--- src/rtl/board_ctl.sv ---
// Board controller for a grid game: clears the board, places ship segments and
// resolves shots against an external board memory with a 1-cycle registered read.
module board_ctl #(
  parameter int X_SIZE       = 12,
  parameter int Y_SIZE       = 12,
  parameter int X_ADDR_WIDTH = 4,
  parameter int Y_ADDR_WIDTH = 4,
  parameter int DATA_WIDTH   = 2
) (
  input  logic                                 clk,
  input  logic                                 rst,
  input  logic                                 clear_req,
  input  logic                                 shot_req,
  input  logic [X_ADDR_WIDTH-1:0]              shot_x,
  input  logic [Y_ADDR_WIDTH-1:0]              shot_y,
  input  logic                                 place_req,
  input  logic [X_ADDR_WIDTH-1:0]              place_x,
  input  logic [Y_ADDR_WIDTH-1:0]              place_y,
  input  logic [DATA_WIDTH-1:0]                mem_rdata,
  output logic [X_ADDR_WIDTH+Y_ADDR_WIDTH-1:0] mem_addr,
  output logic [DATA_WIDTH-1:0]                mem_wdata,
  output logic                                 mem_w_nr,
  output logic                                 busy,
  output logic                                 clear_done,
  output logic                                 shot_done,
  output logic                                 shot_hit,
  output logic                                 shot_repeat,
  output logic                                 place_done,
  output logic                                 place_ok,
  output logic                                 req_err,
  output logic [7:0]                           ship_cells,
  output logic                                 all_sunk
);

  localparam int AW = X_ADDR_WIDTH + Y_ADDR_WIDTH;
  localparam logic [X_ADDR_WIDTH:0]   X_LIM     = (X_ADDR_WIDTH + 1)'(X_SIZE);
  localparam logic [Y_ADDR_WIDTH:0]   Y_LIM     = (Y_ADDR_WIDTH + 1)'(Y_SIZE);
  localparam logic [X_ADDR_WIDTH-1:0] X_LAST    = X_ADDR_WIDTH'(X_SIZE - 1);
  localparam logic [Y_ADDR_WIDTH-1:0] Y_LAST    = Y_ADDR_WIDTH'(Y_SIZE - 1);
  localparam logic [X_ADDR_WIDTH-1:0] X_ZERO    = X_ADDR_WIDTH'(0);
  localparam logic [Y_ADDR_WIDTH-1:0] Y_ZERO    = Y_ADDR_WIDTH'(0);
  localparam logic [X_ADDR_WIDTH-1:0] X_ONE     = X_ADDR_WIDTH'(1);
  localparam logic [Y_ADDR_WIDTH-1:0] Y_ONE     = Y_ADDR_WIDTH'(1);
  localparam logic [AW-1:0]           ADDR_ZERO = AW'(0);
  localparam logic [7:0]              MAX_CELLS = 8'(X_SIZE * Y_SIZE);

  localparam logic [DATA_WIDTH-1:0] CELL_EMPTY = DATA_WIDTH'(2'b00);
  localparam logic [DATA_WIDTH-1:0] CELL_SHIP  = DATA_WIDTH'(2'b01);
  localparam logic [DATA_WIDTH-1:0] CELL_MISS  = DATA_WIDTH'(2'b10);
  localparam logic [DATA_WIDTH-1:0] CELL_HIT   = DATA_WIDTH'(2'b11);

  typedef enum logic [2:0] {
    IDLE       = 3'd0,
    CLEAR      = 3'd1,
    SHOT_RD    = 3'd2,
    SHOT_EVAL  = 3'd3,
    PLACE_RD   = 3'd4,
    PLACE_EVAL = 3'd5,
    DONE       = 3'd6
  } state_t;

  state_t                  state_r;
  logic [X_ADDR_WIDTH-1:0] x_r;
  logic [Y_ADDR_WIDTH-1:0] y_r;
  logic [X_ADDR_WIDTH-1:0] x_nxt_s;
  logic [Y_ADDR_WIDTH-1:0] y_nxt_s;
  logic                    shot_bad_s;
  logic                    place_bad_s;
  logic [7:0]              cells_dec_s;
  logic [7:0]              cells_inc_s;

  // Range checks, clear-walk successors and saturating ship counter steps.
  always_comb begin
    shot_bad_s  = ({1'b0, shot_x} >= X_LIM) || ({1'b0, shot_y} >= Y_LIM);
    place_bad_s = ({1'b0, place_x} >= X_LIM) || ({1'b0, place_y} >= Y_LIM);
    x_nxt_s     = x_r + X_ONE;
    y_nxt_s     = y_r + Y_ONE;
    cells_dec_s = (ship_cells == 8'd0) ? 8'd0 : (ship_cells - 8'd1);
    cells_inc_s = (ship_cells >= MAX_CELLS) ? MAX_CELLS : (ship_cells + 8'd1);
  end

  // Control FSM; every output is a register updated here.
  always_ff @(posedge clk) begin
    if (rst) begin
      state_r     <= IDLE;
      x_r         <= X_ZERO;
      y_r         <= Y_ZERO;
      mem_addr    <= ADDR_ZERO;
      mem_wdata   <= CELL_EMPTY;
      mem_w_nr    <= 1'b0;
      busy        <= 1'b0;
      clear_done  <= 1'b0;
      shot_done   <= 1'b0;
      shot_hit    <= 1'b0;
      shot_repeat <= 1'b0;
      place_done  <= 1'b0;
      place_ok    <= 1'b0;
      req_err     <= 1'b0;
      ship_cells  <= 8'd0;
      all_sunk    <= 1'b0;
    end else begin
      clear_done  <= 1'b0;
      shot_done   <= 1'b0;
      shot_hit    <= 1'b0;
      shot_repeat <= 1'b0;
      place_done  <= 1'b0;
      place_ok    <= 1'b0;
      req_err     <= 1'b0;
      case (state_r)
        IDLE: begin
          mem_w_nr  <= 1'b0;
          mem_addr  <= ADDR_ZERO;
          mem_wdata <= CELL_EMPTY;
          busy      <= 1'b0;
          if (clear_req) begin
            state_r  <= CLEAR;
            busy     <= 1'b1;
            x_r      <= X_ZERO;
            y_r      <= Y_ZERO;
            mem_w_nr <= 1'b1;
          end else if (shot_req) begin
            if (shot_bad_s) begin
              req_err <= 1'b1;
            end else begin
              state_r  <= SHOT_RD;
              busy     <= 1'b1;
              x_r      <= shot_x;
              y_r      <= shot_y;
              mem_addr <= {shot_x, shot_y};
            end
          end else if (place_req) begin
            if (place_bad_s) begin
              req_err <= 1'b1;
            end else begin
              state_r  <= PLACE_RD;
              busy     <= 1'b1;
              x_r      <= place_x;
              y_r      <= place_y;
              mem_addr <= {place_x, place_y};
            end
          end else begin
            state_r <= IDLE;
          end
        end
        // x_r/y_r track the cell currently being written; x is the inner index.
        CLEAR: begin
          if ((x_r == X_LAST) && (y_r == Y_LAST)) begin
            state_r    <= DONE;
            mem_w_nr   <= 1'b0;
            mem_addr   <= ADDR_ZERO;
            clear_done <= 1'b1;
            ship_cells <= 8'd0;
            all_sunk   <= 1'b0;
          end else if (x_r == X_LAST) begin
            x_r      <= X_ZERO;
            y_r      <= y_nxt_s;
            mem_addr <= {X_ZERO, y_nxt_s};
          end else begin
            x_r      <= x_nxt_s;
            mem_addr <= {x_nxt_s, y_r};
          end
        end
        SHOT_RD: state_r <= SHOT_EVAL;
        SHOT_EVAL: begin
          state_r   <= DONE;
          shot_done <= 1'b1;
          case (mem_rdata)
            CELL_SHIP: begin
              mem_w_nr   <= 1'b1;
              mem_wdata  <= CELL_HIT;
              shot_hit   <= 1'b1;
              ship_cells <= cells_dec_s;
              all_sunk   <= (cells_dec_s == 8'd0);
            end
            CELL_EMPTY: begin
              mem_w_nr  <= 1'b1;
              mem_wdata <= CELL_MISS;
            end
            default: begin
              mem_w_nr    <= 1'b0;
              shot_repeat <= 1'b1;
            end
          endcase
        end
        PLACE_RD: state_r <= PLACE_EVAL;
        PLACE_EVAL: begin
          state_r    <= DONE;
          place_done <= 1'b1;
          if (mem_rdata == CELL_EMPTY) begin
            mem_w_nr   <= 1'b1;
            mem_wdata  <= CELL_SHIP;
            place_ok   <= 1'b1;
            ship_cells <= cells_inc_s;
            all_sunk   <= 1'b0;
          end else begin
            mem_w_nr <= 1'b0;
          end
        end
        DONE: begin
          state_r   <= IDLE;
          busy      <= 1'b0;
          mem_w_nr  <= 1'b0;
          mem_addr  <= ADDR_ZERO;
          mem_wdata <= CELL_EMPTY;
        end
        default: begin
          state_r   <= IDLE;
          busy      <= 1'b0;
          mem_w_nr  <= 1'b0;
          mem_addr  <= ADDR_ZERO;
          mem_wdata <= CELL_EMPTY;
        end
      endcase
    end
  end

endmodule

--- config.mk ---
export PLATFORM = sky130hd
export DESIGN_NAME = board_ctl
export DESIGN_NICKNAME = d
export VERILOG_FILES = /design/src/rtl/board_ctl.sv
export SDC_FILE = /design/constraint.sdc
export NUM_CORES = 1
export LEC_CHECK = 0
export BUFFER_PORTS_ARGS = -buffer_cell sky130_fd_sc_hd__buf_2
export CORE_MARGIN = 4
export CORE_UTILIZATION = 45
export CTS_BUF_LIST = sky130_fd_sc_hd__clkbuf_16
export CTS_CLUSTER_DIAMETER = 120
export DETAILED_ROUTE_END_ITERATION = 16
export GPL_TIMING_DRIVEN = 0
export PLACE_DENSITY = 0.7
export SETUP_SLACK_MARGIN = 0.2
export SYNTH_ARGS = -nofsm -noshare
export SYNTH_HDL_FRONTEND = slang
export SYNTH_SLANG_ARGS = --single-unit
--- constraint.sdc ---
create_clock -name clk -period 1.7 [get_ports clk]
set_input_delay 0.255 -clock clk [delete_from_list [all_inputs] [get_ports clk]]
set_output_delay 0.255 -clock clk [all_outputs]
set_load 0.01 [all_outputs]
After elaboration in Yosys (flattened, before gate mapping)
Cells that the tools add are included.

word-level totals
  register bits = 39
  bits in latches = 0
  RAM bits = 0
  ROM bits = 0
  output and inout bits = 28
  logic and storage cells = 137
  memories = 0

cells by class
  add/subtract/negate cells = 4
  multiply operators = 0
  div/mod/pow operators = 0
  $lt $le $gt $ge = 5
  eq/ne operators = 18
  shift operators = 0
  mux-type cells = 63
  bitwise gates (word level) = 6
  reduce and logical (&&, ||, !) cells = 25

operators by type and width
  kind                                                  count
  2-to-1 mux 8 bit                                      12
  2-to-1 mux 4 bit                                      14
  case mux 8 bit (3 select lines)                       2
  2-to-1 mux 1 bit                                      20
  2-to-1 mux 3 bit                                      6
  >= comparator 4 bit (second input constant)           4
  zero test 8 bit                                       2
  case mux 4 bit (2 select lines)                       2
  case mux 3 bit (5 select lines)                       1
  inequality test 4 bit (second input constant)         3
  OR reduction 2 bit                                    6
  inequality test 2 bit (second input constant)         5
  adder 4 x 1 -> 4 bit (second input constant)          2
  adder 8 x 1 -> 8 bit (second input constant)          1
  equality test 4 bit (second input constant)           2
  >= comparator 8 bit (second input constant)           1
  subtractor 8 x 1 -> 8 bit (second input constant)     1
  equality test 3 x 2 -> 1 bit (second input constant)  2
  equality test 3 bit (second input constant)           2
  NOT 1 bit                                             6
  case mux 2 bit (3 select lines)                       1
  AND reduction 3 bit                                   2
  AND reduction 6 bit                                   1
  OR reduction 3 bit                                    2
  other kinds (20)                                      21

Depth between registers and ports, before layout
Gate-level depths: netlist of the first run.

  word-level depth = 7
  depth in mapped cells = 8
  depth with buffers taken out = 7

Worst setup path after synthesis of the first run
No wires, ideal clock.

  path type = register -> register
  start = reg ship_cells[0]
  end = reg ship_cells[6]
  setup time = 115 ps
  data arrival time = 1,824 ps
  data required time = 1,585 ps
  path slack = -239 ps
  stages on the path, launching flop included = 8
  buffers on the path = 0
  path through = dfxtp_1 -> inv_1 -> ha_1 -> or3b_2 -> nor3_1 -> mux2i_1 -> o32ai_1 -> o21a_1

on the way
  word-level cells in the longest chain between the ends = 4
  elaborated cells between the ends (all ways) = 9
  classes of those cells = add/sub: 2; order compare: 1; mux: 5; reduce/logical: 1

RTL lines
  what                                          RTL line  text
  start, declared                               31        output logic [7:0] ship_cells,
  start signal, assigned                        172       ship_cells <= cells_dec_s;
  start signal, assigned                        193       ship_cells <= cells_inc_s;
  adder 8 x 1 -> 8 bit (tied with other cells)  79        cells_inc_s = (ship_cells >= MAX_CELLS) ? MAX_CELLS : (ship_cells + 8'd1);
  2-to-1 mux 8 bit (on tied branches)           79, 78
  2-to-1 mux 8 bit (on tied branches)           189, 167
  case mux 8 bit (3 select lines) *             109       case (state_r)

Mark *: on every way between the ends. The rest lies on a longest branch, timed or not. The select of a mux whose other input is x is not followed.
A chain may end at the register's enable or synchronous reset.

Final worst setup path of the first run
  start = reg state_r[0]
  end = reg y_r[1]

on the way
  word-level cells in the longest chain between the ends = 3
  elaborated cells between the ends (all ways) = 10
  classes of those cells = eq/ne: 6; mux: 1; reduce/logical: 3

RTL lines
  what                                                                    RTL line  text
  start, declared                                                         62        state_t state_r;
  start signal, assigned                                                  85        state_r <= IDLE;
  start signal, assigned                                                  116       state_r <= CLEAR;
  start signal, assigned                                                  125       state_r <= SHOT_RD;
  equality test 3 x 1 -> 1 bit / zero test 3 bit (equally long branches)  109
  inequality test 2 bit (no line) (tied with other cells)                 --
  AND reduction 6 bit (no line)                                           --
  end signal, assigned                                                    128       y_r <= shot_y;
  end signal, assigned                                                    138       y_r <= place_y;
  end signal, assigned                                                    156       y_r <= y_nxt_s;
  end, declared                                                           64        logic [Y_ADDR_WIDTH-1:0] y_r;

Parallel ways exist; a longest one is shown, timed or not.

==> results of run 1 <==
-- where the power goes --
part / total, uW / internal (uW) / switching (uW)
clock: 1150 / 776 / 370
combinational: 2180 / 971 / 1210
sequential: 1230 / 1080 / 145
-- worst max-delay path, stage by stage (launching register included) --
cell      delay [ns]
dfxtp_2         0.31
buf_6           0.12
or4_4           0.52
a211o_1         0.29
and3_4          0.20
buf_8           0.14
a21oi_2         0.13
a311oi_2        0.05
-- kinds of logic (layout without fill, tap and decap cells) --
logic type	after synthesis	count (layout)	synth area share
AO/OA/AOI/OAI	102	102	0.281
multiplexers	9	9	0.0369
adder cells (fa/ha/maj)	5	5	0.0253
buffers and inverters	33	119	0.0607
XOR/XNOR	6	6	0.0213
AND/OR/NAND/NOR	122	122	0.259
flip-flops	39	39	0.316
-- worst max path at each step --
stage	from	end	depth (start not counted)
after CTS	y_r[1]$_SDFFE_PP0P_	ship_cells[3]$_SDFFE_PP0P_	6
after detailed placement	x_r[0]$_SDFFE_PP0P_	ship_cells[5]$_SDFFE_PP0P_	7
final	state_r[0]$_SDFFE_PP0P_	y_r[1]$_SDFFE_PP0P_	7
after global routing	state_r[1]$_SDFFE_PP0P_	y_r[3]$_SDFFE_PP0P_	6
after global placement	x_r[0]$_SDFFE_PP0P_	ship_cells[5]$_SDFFE_PP0P_	7
after floorplan	state_r[0]$_SDFFE_PP0P_	x_r[3]$_SDFFE_PP0P_	7
-- cells in the mapped netlist (3+ instances only) --
| cell type | count | area, um2 |
|---|---|---|
| buf_6 | 3 | 33.8 |
| a22o_1 | 3 | 26.3 |
| nor2b_1 | 9 | 56.3 |
| a21oi_1 | 26 | 130 |
| nand3_1 | 9 | 45.0 |
| buf_2 | 3 | 15.0 |
| a22oi_1 | 5 | 37.5 |
| and3b_1 | 3 | 26.3 |
| a211oi_1 | 5 | 37.5 |
| buf_1 | 3 | 11.3 |
| and2_1 | 3 | 18.8 |
| clkbuf_1 | 15 | 56.3 |
| or3_1 | 3 | 18.8 |
| a31oi_1 | 5 | 31.3 |
| nand2b_1 | 4 | 25.0 |
| a21o_1 | 5 | 37.5 |
| o2bb2ai_1 | 3 | 26.3 |
| nor4_1 | 4 | 25.0 |
| ha_1 | 5 | 62.6 |
| o21ai_0 | 16 | 80.1 |
| nor3_1 | 13 | 65.1 |
| xnor2_1 | 5 | 43.8 |
| a221oi_1 | 3 | 26.3 |
| dfxtp_1 | 39 | 781 |
| o22ai_1 | 5 | 31.3 |
| inv_1 | 9 | 33.8 |
| mux2i_1 | 8 | 80.1 |
| nand2_1 | 28 | 105 |
| nor2_1 | 30 | 113 |
-- per-layer routing --
metal  global-route usage  vias up  part of all wire
li1                     -     1339                 -
met1                0.305     1369              0.41
met2                0.392      153              0.50
met3               0.0412       28             0.069
met4               0.0831        0             0.027
met5                    0        -                 0
-- sequential cells by signal, indices dropped and copies added (netlist names), 2 cells and up --
register	cells
x_r	4
mem_wdata	2
y_r	4
state_r	3
mem_addr	8
ship_cells	8
-- what timing repair did --
action / 4_1_cts / 5_1_grt
hold buffers: 0 / 0
pin swaps: 7 / 23
gates resized for setup: 22 / 50
endpoints found under the setup margin: 33 / 33
setup buffers: 5 / 22
gates cloned: 0 / 1
-- layout make-up --
class                      instances  area share
clock buffer                       6      0.0418
tap                               70      0.0244
timing repair buffer              78       0.133
multi-input combinational        244       0.508
clock inverter                     2     0.00940
sequential                        39       0.224
buffer                            24      0.0477
inverter                           9      0.0118
-- metrics by stage --
stage	setup slack, ns	cells
final	-0.204	472
after global routing	-0.248	472
after detailed placement	-0.319	436
after global placement	-0.275	436
after CTS	-0.233	449
after floorplan	-0.107	316
==> results by group, run 1 <==
Timing
  – RSZ-0062 raised after global routing: yes
  – Setup_tns: -2.20 ns
  – Hold Fails Final Rpt: 0
  – Worst Max-Slew Pin Slew: 0.689 ns
  – Period minus WS final: 1.90 ns
  – Period utilization: 1.12
  – Slew Limit Headroom: 0.541
  – Max-slew violation count: 0
  – Worst hold slack: 0.205 ns
  – Final Setup Violations: 20
  – Worst Clk Skew: 0.00568 ns
  – Worst Slack Setup Final: -0.204 ns
  – Max Freq: 525 MHz

Cells and area
  – Layout filler cell count: 403
  – Area growth syn-to-layout: 45.3%
  – Fin util: 0.690
  – Antenna cells: 0
  – Most common cell after layout, fill and taps aside: buf_2
  – Nets@finish: 429
  – Reg area: 805 um2
  – Post-route cell area: 3590 um2
  – Most frequent cells in the layout: buf_2, dfxtp_1, nor2_1
  – Share of cells above drive strength 1: 0.393
  – Area of the multi-input gates: 1830 um2

Synth
  – Synth warn: 0
  – Flops & latches, synth: 39
  – Post-synth EDFFs: 0
  – Main synth FF type: dfxtp_1
  – Cells after synthesis: 316
  – Synthesized area: 2470 um2
  – Syn Area/Cell: 7.82 um2
  – Post-synth net total: 344
  – Post-synthesis sequential area ratio: 0.316
  – Netlist cell types: 60
  – Ys async rst share: 0

Drt
  – Via-to-Cell Ratio: 6.12
  – Drt wl/cell: 17.9 um
  – Post-route ant nets: 0
  – Vias: 2889
  – WL final: 8.43 mm
  – First-pass iteration count of the detailed router: 5
  – DRT iter0 DRCs: 233
  – DRC violations left: 0

Global route
  – First-pass GRT wire length: 12.4 mm
  – GR Overflow Total: 0
  – Vias in the first global route: 2548
  – Total track usage: 0.235
  – Initial antenna violation count: 0
  – Pin count of the biggest net entering global routing: 13

Floorplan
  – Die W: 82.1 um
  – Initial core utilization: 0.475
  – Die height: 82.1 um
  – Die area: 6740 um2
  – I/O pins: 51
  – Core Region: 5200 um2
  – Std cell rows: 26

Placement
  – I/O Buffers: 50
  – Placement Cell Area: 2930 um2
  – DPL Wire Length: 5.32 mm
  – Placer Congestion: 0.853

Critical path
  – Reg2reg end: y_r[1]$_SDFFE_PP0P_
  – Critical path type: flip-flop to flip-flop
  – Arrival time of the worst setup path: 2.04 ns
  – Crit path launch type: flip-flop
  – CP endpoint kind: flip-flop
  – Reg2Reg Launch Point: state_r[0]$_SDFFE_PP0P_
  – Reg2reg path depth: 7
  – Crit path max fanout: 7
  – Register-to-register setup slack: -0.20 ns
  – Critical path required time: 1.84 ns

Hold path
  – Hold Crit Class: input port to flip-flop
  – Hold Path Origin: rst
  – Hold Path End: shot_done$_SDFF_PP0_
  – Hold depth: 2

CTS
  – Clock latency on the worst-skew pair: 0.28 ns
  – Root buf cell: clkbuf_16
  – Clock transition at the registers of the reported paths: 0.06 ns
  – H-tree lvl count: 2
  – Maximum clock path buffer count: 2
  – CTS Buf Count: 5
  – TritonCTS Sinks: 39
  – CTS tree: done

Pwr
  – Pwr per Cell Area: 1270 nW/um2
  – Peak supply drop: 0.800 mV
  – Tot Pwr: 4550 uW
  – Leakage: 0.00146 uW

Run status
  – Failing checks: setup timing
  – Status: finished, violations left

Job
  – Max Cap Viol: 0
Power figures use the tool's default switching activity.
==> run 2, diff against run 1 <==
Settings changed: CORE_UTILIZATION 45 to 50, PLACE_DENSITY 0.7 to 0.77.
==> run 2 against run 1 <==
Final cell count rose by 0.85%. Critical endpoint unchanged. Non-clock buffer count rose by 6. Routed wire length rose by 13%. The run still ends with setup timing left. Via count rose by 7.3%. Register-to-register slack barely moved. Highest routed layer unchanged. Final area rose by 3.3%. Largest cell class unchanged. Utilization rose by 9.0 points. Clock skew fell by 0.0014 ns.
==> results by group, run 2 (same netlist as run 1, synthesis figures left out) <==
Run status
  – Status: finished, violations left
  – Failing checks: setup timing

Timing
  – Worst Slack Setup Final: -0.198 ns
  – Hold Fails Final Rpt: 0
  – Slew Limit Headroom: 0.512
  – RSZ-0062 raised after global routing: yes
  – Worst Max-Slew Pin Slew: 0.733 ns
  – Period minus WS final: 1.90 ns
  – Period utilization: 1.12
  – Max-slew violation count: 0
  – Final Setup Violations: 24
  – Worst Clk Skew: 0.00425 ns
  – Max Freq: 527 MHz

CTS
  – Root buf cell: clkbuf_16
  – CTS tree: done
  – Clock latency on the worst-skew pair: 0.29 ns
  – TritonCTS Sinks: 39
  – H-tree lvl count: 2
  – CTS Buf Count: 5
  – Clock transition at the registers of the reported paths: 0.06 ns
  – Maximum clock path buffer count: 2

Floorplan
  – Die area: 6130 um2
  – Std cell rows: 25
  – Die height: 78.3 um
  – Core Region: 4750 um2
  – I/O pins: 51
  – Die W: 78.3 um
  – Initial core utilization: 0.520

Critical path
  – Max stage delay cell, worst path: or4_4
  – Arrival time of the worst setup path: 2.08 ns
  – Crit path max fanout: 7
  – Crit path launch type: flip-flop
  – Crit-path cells: buf_6 -> or4_4 -> a211o_1 -> and3_4 -> buf_8 -> a311oi_2
  – Critical path required time: 1.88 ns
  – Family with the most delay on the worst path: simple AND/OR/NAND/NOR gates
  – CP endpoint kind: flip-flop
  – CP peak stage delay: 0.53 ns
  – Critical path type: flip-flop to flip-flop
  – Buf/Inv on CP: 2

Global route
  – GR Overflow Total: 0
  – First-pass GRT wire length: 13.2 mm
  – Vias in the first global route: 2706
  – Pin count of the biggest net entering global routing: 13
  – Initial antenna violation count: 0
  – Total track usage: 0.270

Cells and area
  – Share of cells above drive strength 1: 0.421
  – Area growth syn-to-layout: 50.2%
  – Most common cell after layout, fill and taps aside: buf_2
  – Layout filler cell count: 332
  – Nets@finish: 436
  – Biggest regs: mem_addr (8), ship_cells (8)
  – Antenna cells: 0
  – Fin util: 0.781
  – Most frequent cells in the layout: buf_2, dfxtp_1, buf_4
  – Layout Cells excl Fill: 476

Pwr
  – Peak supply drop: 0.776 mV
  – Pwr per Cell Area: 1300 nW/um2
  – Leakage: 0.00152 uW

Job
  – Max Cap Viol: 0

Drt
  – Via-to-Cell Ratio: 6.51
  – Drt wl/cell: 20.1 um
  – Post-route ant nets: 0
  – DRC violations left: 0
  – DRT iter0 DRCs: 305
  – Vias: 3100
  – WL final: 9.56 mm
  – First-pass iteration count of the detailed router: 6

Placement
  – Placer Congestion: 0.866
  – I/O Buffers: 50
  – Post-Place Setup Slack: -0.247 ns
  – DPL Wire Length: 5.10 mm
  – Placed cells: 433

Hold path
  – Hold Crit Class: input port to flip-flop
-- run 2: layout make-up --
| type | count | area, um2 | share of cell area |
|---|---|---|---|
| plain buffers | 23 | 183 | 0.0492 |
| clock buffers | 5 | 125 | 0.0337 |
| clock inverters | 3 | 38.8 | 0.0104 |
| inverters | 9 | 42.5 | 0.0115 |
| multi-input cells | 245 | 1870 | 0.505 |
| flip-flops and latches | 39 | 805 | 0.217 |
| well taps | 67 | 83.8 | 0.0226 |
| repair buffers | 85 | 561 | 0.151 |
-- run 2: power breakdown --
part	total [uW]	switching (uW)	internal, uW
Combinational	2500	1340	1160
Clock	1090	405	686
Sequential	1250	166	1080
-- run 2: final timing paths --
kind / startpoint / endpoint / slack (ns) / depth (start not counted)
max: state_r[0]$_SDFFE_PP0P_ / y_r[1]$_SDFFE_PP0P_ / -0.20 / 6
min: mem_rdata[0] / place_ok$_SDFF_PP0_ / 0.20 / 2
max reg2reg: state_r[0]$_SDFFE_PP0P_ / y_r[1]$_SDFFE_PP0P_ / -0.20 / 6
min reg2reg: mem_addr[7]$_SDFFE_PP0N_ / mem_addr[7]$_SDFFE_PP0N_ / 0.45 / 2
-- run 2: stage by stage --
stage | hold slack, ns | setup TNS, ns | total power [uW] | area, um2
finish | 0.199 | -2.65 | 4840 | 3710
global route | 0.221 | -4.10 | 5000 | 3710
detailed placement | 0.447 | -4.34 | 2760 | 2930
CTS | 0.200 | -2.45 | 4340 | 3390
floorplan | 0.333 | -0.741 | 2350 | 2590
global placement | 0.441 | -4.09 | 2730 | 2930
-- run 2: timing repair --
action                                  in CTS  in global routing
cloned                                       0                  2
endpoints found under the setup margin      33                 32
resized for setup                           49                 47
pin swaps                                   14                 27
buffers inserted                            11                 23
hold buffers                                 0                  0
-- run 2: per-layer routing --
| metal | global-route usage | share of wire |
|---|---|---|
| met4 | 0.131 | 0.055 |
| met5 | 0 | 0 |
| met2 | 0.472 | 0.49 |
| met3 | 0.0562 | 0.086 |
| met1 | 0.313 | 0.37 |
-- run 2: worst reg2reg max path, cell delays in order (launching register included) --
cell and delay, ns:
dfxtp_2 0.31, buf_6 0.11, or4_4 0.53, a211o_1 0.28
and3_4 0.19, buf_8 0.14, a311oi_2 0.24
==> run 3, diff against run 2 <==
Settings changed: SETUP_SLACK_MARGIN 0.2 to 0.1, SLEW_MARGIN from default to 20.
==> run 3 against run 2 <==
The flow still finishes with violations (setup timing). Final cell count decreased by 0.42%. Register-to-register slack improved by 0.03 ns. Total power decreased by 8.6%. Clock-buffer cell count unchanged. Combinational power decreased by 7%. Via count decreased by 4.8%. Sequential power decreased by 3%. Final area decreased by 2.1%. Hold slack got worse by 0.0018 ns. Global-route usage decreased by 3.1 points. Highest routed layer unchanged.
==> results by group, run 3 (same netlist as run 1, synthesis figures left out) <==
Critical path
  – Crit path launch type: flip-flop
  – Reg2Reg Launch Point: state_r[1]$_SDFFE_PP0P_
  – Critical path required time: 1.83 ns
  – Critical path type: flip-flop to flip-flop
  – Arrival time of the worst setup path: 2.01 ns
  – Register-to-register setup slack: -0.17 ns
  – CP peak stage delay: 0.52 ns
  – Buf/Inv on CP: 2
  – Crit path launch: state_r[1]$_SDFFE_PP0P_
  – Crit-path cells: buf_6 -> or4_4 -> a211o_1 -> and3_4 -> buf_8 -> a21oi_4 -> a311oi_2
  – Family with the most delay on the worst path: simple AND/OR/NAND/NOR gates
  – CP endpoint kind: flip-flop
  – Max stage delay cell, worst path: or4_4
  – Crit path max fanout: 7

CTS
  – Clock transition at the registers of the reported paths: 0.06 ns
  – Root buf cell: clkbuf_16
  – CTS tree: done
  – Hold buffer count at cts: 0
  – Clock latency on the worst-skew pair: 0.28 ns
  – H-tree lvl count: 2
  – TritonCTS Sinks: 39
  – Maximum clock path buffer count: 2
  – CTS Buf Count: 5

Global route
  – Total track usage: 0.239
  – Initial antenna violation count: 0
  – First-pass GRT wire length: 11.9 mm
  – Vias in the first global route: 2517
  – GR Overflow Total: 0
  – Pin count of the biggest net entering global routing: 12

Drt
  – DRT iter0 DRCs: 286
  – WL final: 8.72 mm
  – DRC violations left: 0
  – Drt wl/cell: 18.4 um
  – Via-to-Cell Ratio: 6.23
  – Vias: 2951
  – First-pass iteration count of the detailed router: 5
  – Post-route ant nets: 0

Floorplan
  – Initial core utilization: 0.520
  – Die W: 78.3 um
  – Die height: 78.3 um
  – Std cell rows: 25
  – Die area: 6130 um2
  – Core Region: 4750 um2
  – I/O pins: 51

Pwr
  – Peak supply drop: 0.793 mV
  – Tot Pwr: 4420 uW
  – Leakage: 0.00152 uW
  – Pwr per Cell Area: 1220 nW/um2

Cells and area
  – Antenna cells: 0
  – Nets@finish: 434
  – Most common cell after layout, fill and taps aside: buf_2
  – Layout Cells excl Fill: 474
  – Biggest regs: mem_addr (8), ship_cells (8)
  – Share of cells above drive strength 1: 0.415
  – Fin util: 0.764
  – Area growth syn-to-layout: 47.0%
  – Most frequent cells in the layout: buf_2, buf_4, dfxtp_1

Run status
  – Failing checks: setup timing
  – Status: finished, violations left

Timing
  – Hold Fails Final Rpt: 0
  – Setup_tns: -2.04 ns
  – Worst Max-Slew Pin Slew: 0.708 ns
  – Worst Slack Setup Final: -0.172 ns
  – Final Setup Violations: 20
  – Period utilization: 1.10
  – Max Freq: 534 MHz
  – Slew Limit Headroom: 0.528
  – Max-slew violation count: 0
  – Period minus WS final: 1.87 ns
  – RSZ-0062 raised after global routing: yes
  – Worst Clk Skew: 0.00542 ns

Placement
  – DPL Wire Length: 5.04 mm
  – Placer Congestion: 0.898
  – I/O Buffers: 50
  – Placed cells: 433

Hold path
  – Hold Crit Class: input port to flip-flop
  – Hold Path Origin: rst

Job
  – Max Cap Viol: 0
run 3: layer usage:
layer | GRT usage | wire length [um]
met1 | 0.318 | 3530
met2 | 0.386 | 4220
met3 | 0.0401 | 699
met4 | 0.0927 | 276
met5 | 0 | 0
run 3: worst paths after layout:
check,to,cells after the start
setup / recovery,y_r[1]$_SDFFE_PP0P_,7
hold / removal,shot_done$_SDFF_PP0_,2
setup reg to reg,y_r[1]$_SDFFE_PP0P_,7
hold reg to reg,mem_addr[4]$_SDFFE_PP0N_,2
run 3: area by class of cell:
cell class              count  area, um2
plain buffers              23        178
clock inverters             3       12.5
inverters                   9       38.8
multi-input cells         245       1860
repair buffers             83        527
flip-flops and latches     39        808
well taps                  67       83.8
fillers                   336       1120
clock buffers               5        125
run 3: what timing repair did:
| item | in CTS | in global routing |
|---|---|---|
| pin swaps | 10 | 23 |
| gates cloned | 0 | 2 |
| setup endpoints to repair | 29 | 31 |
| hold endpoints to repair | 0 | 0 |
| gates resized for setup | 35 | 58 |
| buffers inserted | 6 | 26 |
run 3: power breakdown:
| part | internal, uW | switching (uW) | leakage, uW |
|---|---|---|---|
| combinational | 1050 | 1270 | 0.00112 |
| sequential | 1080 | 127 | 0.000323 |
| clock | 530 | 366 | 0.0000762 |
| total | 2660 | 1760 | 0.00152 |
run 3: stage by stage:
stage                     hold slack [ns]  instance area (um2)  worst slack, ns
after floorplan                     0.333                 2570           -0.107
after global placement              0.439                 2910           -0.251
after global routing                0.196                 3630           -0.239
after CTS                           0.203                 3220           -0.204
after detailed placement            0.448                 2910           -0.308
final                               0.198                 3630           -0.172
